--- config.mk ---
export PLATFORM = sky130hd
export DESIGN_NAME = ei_axi4_rd_arbiter
export DESIGN_NICKNAME = d
export VERILOG_FILES = /design/src/rtl/ei_axi4_rd_arbiter.sv
export SDC_FILE = /design/constraint.sdc
export NUM_CORES = 1
export LEC_CHECK = 0
export CORE_AREA = 8 8 98 100
export CTS_BUF_LIST = sky130_fd_sc_hd__clkbuf_4
export DETAILED_ROUTE_END_ITERATION = 7
export DIE_AREA = 0 0 106 108
export GPL_TIMING_DRIVEN = 0
export HOLD_SLACK_MARGIN = 0.05
export PLACE_DENSITY_LB_ADDON = 0.12
export SETUP_SLACK_MARGIN = 0.4
export SYNTH_ARGS = -nofsm -noshare
export SYNTH_HDL_FRONTEND = slang
export SYNTH_SLANG_ARGS = --single-unit
export TNS_END_PERCENT = 20
--- constraint.sdc ---
create_clock -name aclk -period 1.8 [get_ports aclk]
set_input_delay 0.27 -clock aclk [delete_from_list [all_inputs] [get_ports aclk]]
set_output_delay 0.27 -clock aclk [all_outputs]
set_load 0.05 [all_outputs]
--- src/rtl/ei_axi4_rd_arbiter.sv ---
// rtl/ei_axi4_rd_arbiter.sv - round-robin arbiter sharing one AXI4 read slave port among NUM_MST masters
module ei_axi4_rd_arbiter #(
    parameter int NUM_MST    = 2,
    parameter int DATA_WIDTH = 32,
    parameter int ADDR_WIDTH = 32,
    localparam int GW        = $clog2(NUM_MST)
) (
    input  logic                          aclk,
    input  logic                          areset,
    input  logic [NUM_MST*ADDR_WIDTH-1:0] m_araddr,
    input  logic [NUM_MST*8-1:0]          m_arlen,
    input  logic [NUM_MST*3-1:0]          m_arsize,
    input  logic [NUM_MST*2-1:0]          m_arburst,
    input  logic [NUM_MST-1:0]            m_arvalid,
    output logic [NUM_MST-1:0]            m_arready,
    output logic [NUM_MST*DATA_WIDTH-1:0] m_rdata,
    output logic [NUM_MST*2-1:0]          m_rresp,
    output logic [NUM_MST-1:0]            m_rlast,
    output logic [NUM_MST-1:0]            m_rvalid,
    input  logic [NUM_MST-1:0]            m_rready,
    output logic [ADDR_WIDTH-1:0]         s_araddr,
    output logic [7:0]                    s_arlen,
    output logic [2:0]                    s_arsize,
    output logic [1:0]                    s_arburst,
    output logic                          s_arvalid,
    input  logic                          s_arready,
    input  logic [DATA_WIDTH-1:0]         s_rdata,
    input  logic [1:0]                    s_rresp,
    input  logic                          s_rlast,
    input  logic                          s_rvalid,
    output logic                          s_rready,
    output logic [GW-1:0]                 grant_id,
    output logic                          busy,
    output logic                          len_err
);

    typedef enum logic [1:0] {S_IDLE, S_ADDR, S_DATA} state_t;

    state_t          state_q, state_d;
    logic [GW-1:0]   rr_ptr_q, rr_ptr_d;
    logic [GW-1:0]   grant_q, grant_d;
    logic [7:0]      beat_cnt_q, beat_cnt_d;
    logic [7:0]      len_q, len_d;
    logic            len_err_q, len_err_d;

    logic [GW-1:0]   win_idx;
    int              scan_idx;
    logic            ar_hs;
    logic            r_hs;

    // Scan downward so the lowest offset from rr_ptr is the last (winning) assignment.
    always_comb begin
        win_idx  = rr_ptr_q;
        scan_idx = 0;
        for (int k = NUM_MST - 1; k >= 0; k--) begin
            scan_idx = int'(rr_ptr_q) + k;
            if (scan_idx >= NUM_MST) scan_idx = scan_idx - NUM_MST;
            if (m_arvalid[GW'(scan_idx)]) win_idx = GW'(scan_idx);
        end
    end

    always_comb begin
        s_araddr  = '0;
        s_arlen   = '0;
        s_arsize  = '0;
        s_arburst = '0;
        s_arvalid = 1'b0;
        m_arready = '0;
        m_rdata   = '0;
        m_rresp   = '0;
        m_rlast   = '0;
        m_rvalid  = '0;
        s_rready  = 1'b0;
        if (state_q == S_ADDR) begin
            s_araddr           = m_araddr[grant_q*ADDR_WIDTH +: ADDR_WIDTH];
            s_arlen            = m_arlen[grant_q*8 +: 8];
            s_arsize           = m_arsize[grant_q*3 +: 3];
            s_arburst          = m_arburst[grant_q*2 +: 2];
            s_arvalid          = m_arvalid[grant_q];
            m_arready[grant_q] = s_arready;
        end
        if (state_q == S_DATA) begin
            m_rdata[grant_q*DATA_WIDTH +: DATA_WIDTH] = s_rdata;
            m_rresp[grant_q*2 +: 2]                   = s_rresp;
            m_rlast[grant_q]                          = s_rlast;
            m_rvalid[grant_q]                         = s_rvalid;
            s_rready                                  = m_rready[grant_q];
        end
    end

    assign ar_hs = s_arvalid & s_arready;
    assign r_hs  = s_rvalid & s_rready;

    always_comb begin
        state_d    = state_q;
        rr_ptr_d   = rr_ptr_q;
        grant_d    = grant_q;
        beat_cnt_d = beat_cnt_q;
        len_d      = len_q;
        len_err_d  = len_err_q;
        case (state_q)
            S_IDLE: begin
                if (|m_arvalid) begin
                    grant_d = win_idx;
                    state_d = S_ADDR;
                end
            end
            S_ADDR: begin
                if (ar_hs) begin
                    len_d      = s_arlen;
                    beat_cnt_d = '0;
                    state_d    = S_DATA;
                end
            end
            S_DATA: begin
                if (r_hs) begin
                    beat_cnt_d = (beat_cnt_q == 8'hFF) ? beat_cnt_q : beat_cnt_q + 8'd1;
                    // beat_cnt_q is the index of the current beat; the last one must equal arlen.
                    if (s_rlast) begin
                        if (beat_cnt_q != len_q) len_err_d = 1'b1;
                        rr_ptr_d = (grant_q == GW'(NUM_MST - 1)) ? '0 : grant_q + 1'b1;
                        state_d  = S_IDLE;
                    end else if (beat_cnt_q == len_q) begin
                        len_err_d = 1'b1;
                    end
                end
            end
            default: state_d = S_IDLE;
        endcase
    end

    always_ff @(posedge aclk) begin
        if (areset) begin
            state_q    <= S_IDLE;
            rr_ptr_q   <= '0;
            grant_q    <= '0;
            beat_cnt_q <= '0;
            len_q      <= '0;
            len_err_q  <= 1'b0;
        end else begin
            state_q    <= state_d;
            rr_ptr_q   <= rr_ptr_d;
            grant_q    <= grant_d;
            beat_cnt_q <= beat_cnt_d;
            len_q      <= len_d;
            len_err_q  <= len_err_d;
        end
    end

    assign grant_id = grant_q;
    assign busy     = (state_q != S_IDLE);
    assign len_err  = len_err_q;

endmodule
==> key figures, run 1 <==
Yosys
  – Post-synth EDFFs: 0
  – Avg Inst Size Synth: 7.11 um2
  – Yosys warning total: 0
  – FF+latch count, synth: 21
  – Post-Syn Area: about 0.0023 mm2
  – Seq/Total Area, Yosys: 0.184
  – Synth cell types: 36
  – Post-synth top flop: dfxtp_1
  – Post-Syn Instances: between 300 and 400
  – Synthesized net count: 455
  – Async SR Flop Fraction: 0

Floorplanning
  – Core box area: slightly above 0.008 mm2
  – Die area: 0.0114 mm2
  – Starting Density: 0.283
  – Row Count: 33
  – Ports: 257
  – Die Y: 108 um
  – Die Wd: 106 um

Timing
  – Hold WS: 473 ps
  – Worst Slack Setup Final: -206 ps
  – Max-slew violations: 0
  – Clock skew: 16.2 ps
  – Hold Fails Final Rpt: 0
  – Min cycle time layout: 2010 ps
  – Slew HR: 0.610
  – RSZ-0062 raised after global routing: true
  – Setup violators final: 108
  – Period utilization: 1.11
  – Max Fclk: 499 MHz
  – Worst-Margin Slew: 584 ps

Global routing
  – First-pass GRT wire length: 24300 um
  – Gr usage total: 0.270
  – Gr ovfl total: 0
  – Initial antenna violation count: 2
  – Vias in the first global route: a little under 4000
  – Largest net degree at the start of global routing: 14

Worst setup path
  – Delay-heaviest family, CP: buffers and inverters
  – Crit end category: output pin
  – Crit path max fanout: 10
  – Crit Path Class: reg2out
  – Crit-path max cell delay: about 370 ps
  – CP max stage cell: dfxtp_4
  – CP Data Required Time: 1530 ps
  – Crit path buf inv count: 4
  – Setup crit start kind: flop
  – Critical path, cell by cell: buf_8 -> buf_12 -> clkbuf_16 -> mux2i_2 -> nor2_4 -> buf_6
  – Arrival @ worst endpoint: 1740 ps

Pwr
  – PwrDens: about 320 mW/mm2
  – Switching share of total power: 0.430
  – P_leak: 2.81 nW
  – Comb power frac: 0.671
  – P_int: 1.24 mW
  – Psw: 0.941 mW
  – Sequential share of power: 0.219
  – Maximum vdd drop: 0.490 mV
  – Clk network pwr share: 0.110

Final layout
  – Final std cells w/o fill: 724
  – Final instance area: 0.00693 mm2
  – Share of layout cells above drive strength 1: 0.567
  – Commonest non-fill, non-tap cell in the layout: clkdlybuf4s50_1
  – Most frequent cells in the layout: clkdlybuf4s50_1, buf_6, buf_8
  – Final net count: 750
  – Synth-to-layout area growth: 204%

Detailed routing
  – Avg WL per Cell: ~27 um
  – Final wirelength: 19900 um
  – TritonRoute pass-1 iters: 4
  – Number of remaining DRC errors: 0
  – Via density: 5.63
  – DR iter-0 viols: 284
  – Routed Antenna Nets: 0
  – Vias: 4076

CTS
  – Num Clock Sinks: 21
  – CTS tree: built
  – CTS buffer count: 3
  – Maximum buffer depth of the clock tree: 2
  – Root buffer cell: clkbuf_4
  – Clk pin slew, worst setup/hold paths: 140 ps
  – Skew-Pair Late Insertion Delay: 320 ps
  – Post-CTS Hold Fix Bufs: 0
  – H-tree Lvls: 1

Placement
  – Placed Area: 0.00555 mm2
  – GPL Wtd Cong: between 0.8 and 0.9
  – Placed cells: 682
  – Post-DP HPWL: ~12000 um
  – I/O Buffers: 256
  – Post-Place Worst Slack: -975 ps

Run
  – MaxCap Viol Count: 0

Worst hold path
  – Tightest Hold Check Type: reg2reg

Status
  – Status: finished, violations left
  – Violated checks: setup timing
final cells by class:
cell class	instances	area, um2
flip-flops and latches	21	432
well taps	105	131
fillers	368	1120
diodes	4	10.0
multi-input cells	263	2620
clock buffers	3	22.5
repair buffers	290	3230
clock inverters	1	7.51
plain buffers	35	468
inverters	2	7.51
per-stage QoR:
stage               TNS [ps]  power [mW]  utilization
floorplan                  0        1.12            -
global placement      -73060        1.63        0.689
detailed placement    -75850        1.65        0.689
CTS                    -4560        2.03        0.811
global route          -12390        2.24        0.860
finish                 -7080        2.19        0.861
repair_timing:
action | 4_1_cts | 5_1_grt
cloned | 7 | 4
setup buffers | 9 | 14
setup endpoints to repair | 143 | 143
pin swaps | 13 | 19
gates resized for setup | 976 | 76
cell usage after synthesis (2+ instances only):
master    count  area [um2]
mux2i_1      47         470
xor2_1        8        70.1
nor3_1        4        20.0
a311oi_1      6        52.6
nand2_1      20        75.1
a32oi_1       2        17.5
nand2b_1      2        12.5
nor4_1        2        12.5
nor2b_1       2        12.5
buf_1         3        11.3
buf_2         8        40.0
clkbuf_1     22        82.6
a21o_1        2        15.0
dfxtp_1      21         420
a31oi_1       2        12.5
o21ai_0       4        20.0
nand3_1       6        30.0
inv_1         2        7.51
a41oi_1       3        26.3
and3_1       73         457
nor2_1       52         195
a21oi_1      14        70.1
or2_2         2        12.5
buf_6         2        22.5
logic make-up after synthesis:
logic type / after synthesis / share of synthesized area
mux: 48 / 0.213
fa+ha+maj: 1 / 0.00548
buf+inv: 37 / 0.0719
flops: 21 / 0.184
xor+xnor: 8 / 0.0307
simple gates: 166 / 0.374
compound gates: 40 / 0.121
layer usage:
layer  global-route usage  part of all wire  vias up
met4               0.0985             0.056        0
met2                0.513              0.52      260
met5                    0                 0        -
met3               0.0625             0.081       77
li1                     -                 -     1758
met1                0.286              0.34     1981
path summary, 6_finish.rpt:
path	start	endpoint	slack [ps]	depth (start not counted)
worst max-delay path	grant_id	s_araddr[23]	-210	6
worst min-delay path	state_q[1]	state_q[0]	470	1
worst max register to register	beat_cnt_q[2]	len_err	10	5
worst min register to register	state_q[1]	state_q[0]	470	1
power by group through the flow:
stage / registers [mW] / clock network [mW] / logic [mW]
detailed placement: 0.487 / 0 / 1.17
global route: 0.481 / 0.259 / 1.50
finish: 0.479 / 0.241 / 1.47
global placement: 0.487 / 0 / 1.15
CTS: 0.478 / 0.241 / 1.31
floorplan: 0.486 / 0 / 0.631
flip-flops by register name, indices dropped and copies added (netlist names):
register	cells
beat_cnt_q	8
len_q	8
state_q	2
grant_id	1
len_err	1
rr_ptr_q	1
No activity file was read; power rests on OpenSTA's default activity.
==> inputs of run 2 (changes only) <==
Settings changed: ABC_CLOCK_PERIOD_IN_PS from default to 1800, SKIP_CTS_REPAIR_TIMING from default to 1.
==> key figures, run 2 (synthesized netlist as in run 1, its figures left out) <==
CTS
  – CTS tree: built
  – Num Clock Sinks: 21
  – CTS buffer count: 3
  – Clk pin slew, worst setup/hold paths: 130 ps
  – H-tree Lvls: 1
  – Root buffer cell: clkbuf_4
  – Maximum buffer depth of the clock tree: 2
  – Skew-Pair Late Insertion Delay: roughly 310 ps

Timing
  – Hold Fails Final Rpt: 0
  – Clock skew: 9.52 ps
  – Worst Slack Setup Final: -116 ps
  – Max-slew violations: 0
  – Period utilization: 1.06
  – Worst-Margin Slew: 567 ps
  – RSZ-0062 raised after global routing: true
  – Min cycle time layout: 1920 ps
  – Slew HR: 0.621
  – Setup violators final: 91
  – Max Fclk: 522 MHz

Detailed routing
  – DR iter-0 viols: 153
  – Vias: 3682
  – Avg WL per Cell: 23.5 um
  – Number of remaining DRC errors: 0
  – TritonRoute pass-1 iters: 4
  – Met1 wire length: 5960 um
  – Max layer used: met4
  – Met2 Wirelength: 8870 um
  – Routed Antenna Nets: 0
  – Via density: roughly 5.3
  – Final wirelength: around 16000 um
  – Met3 wire length: 1060 um

Floorplanning
  – Die Wd: about 110 um
  – Ports: 257
  – Die area: 0.0114 mm2
  – Row Count: 33
  – Die Y: 108 um
  – Core box area: 0.00805 mm2
  – Starting Density: 0.283

Placement
  – Post-Place Worst Slack: -975 ps
  – I/O Buffers: 256
  – Post-DP HPWL: approximately 12000 um
  – GPL Wtd Cong: around 0.9
  – Placed cells: 682
  – Placed Area: 0.00555 mm2

Run
  – MaxCap Viol Count: 0

Final layout
  – Synth-to-layout area growth: 180%
  – Final std cells w/o fill: around 700
  – Final net count: 727
  – Share of layout cells above drive strength 1: 0.542
  – Largest regs: beat_cnt_q x8, len_q x8, state_q x2
  – Commonest non-fill, non-tap cell in the layout: clkdlybuf4s50_1
  – Most frequent cells in the layout: clkdlybuf4s50_1, buf_6, and3_2
  – Final instance area: 0.00638 mm2
  – # fillers: between 400 and 500

Worst setup path
  – Setup crit start kind: flop
  – Crit path max fanout: 7
  – Crit end category: output pin
  – Crit Path Class: reg2out
  – Worst setup startpoint: grant_id
  – Worst R2R Start: beat_cnt_q[2]
  – Arrival @ worst endpoint: 1650 ps
  – CP Data Required Time: 1530 ps

Global routing
  – Gr usage total: 0.225
  – Gr ovfl total: 0
  – Initial antenna violation count: 0
  – First-pass GRT wire length: 20600 um
  – Largest net degree at the start of global routing: 14
  – Vias in the first global route: 3375

Worst hold path
  – Hold path startpoint: state_q[1]
  – Tightest Hold Check Type: reg2reg

Pwr
  – PwrDens: ~320 mW/mm2
  – Maximum vdd drop: 0.432 mV
  – P_leak: 2.62 nW

Status
  – Violated checks: setup timing
  – Status: finished, violations left
run 2: cell types whose count changed in the layout (fill, tap and decap cells not counted), sizes merged:
cell	change
buf	-46
clkbuf	+24
diode	-3
clkdlybuf4s50	+2
clkdlybuf4s15	-1
dlygate4sd2	-1
dlymetal6s2s	-1
run 2: power breakdown:
part           switching (mW)  internal [mW]  leakage (nW)
combinational           0.718          0.621          2.43
clock                   0.149         0.0848        0.0140
sequential            0.00902          0.469         0.171
run 2: final timing paths:
kind | to | slack (ps) | depth (start not counted)
max | s_araddr[24] | -120 | 6
min | state_q[0] | 460 | 1
max reg2reg | len_err | 50 | 5
min reg2reg | state_q[0] | 460 | 1
run 2: layout make-up:
| cell class | instances | area [um2] | area share |
|---|---|---|---|
| Sequential cell | 21 | 429 | 0.0673 |
| Clock buffer | 3 | 22.5 | 0.00353 |
| Buffer | 35 | 417 | 0.0653 |
| Inverter | 2 | 7.51 | 0.00118 |
| Clock inverter | 1 | 7.51 | 0.00118 |
| Antenna cell | 1 | 2.50 | 0.000392 |
| Tap cell | 105 | 131 | 0.0206 |
| Timing Repair Buffer | 267 | 2840 | 0.445 |
| Multi-Input combinational cell | 263 | 2520 | 0.396 |
run 2: per-layer routing:
layer  GRT usage  vias up
li1            -     1706
met1       0.247     1759
met2       0.439      183
met3      0.0535       34
met4      0.0261        0
met5           0        -
run 2: critical path: stages (launching register included):
cell and delay, ps:
dfxtp_4 370, buf_12 140, buf_12 140, clkbuf_16 170, mux2i_4 200, nor2_4 120, buf_6 170
run 2: stage by stage:
stage | power (mW) | utilization | TNS [ps] | hold WS, ps
after global placement | 1.63 | 0.689 | -73060 | 458
after floorplan | 1.12 | - | 0 | 433
final | 2.05 | 0.792 | -3760 | 462
after CTS | 1.89 | 0.693 | -116910 | 481
after global routing | 2.13 | 0.792 | -11370 | 488
after detailed placement | 1.65 | 0.689 | -75850 | 462
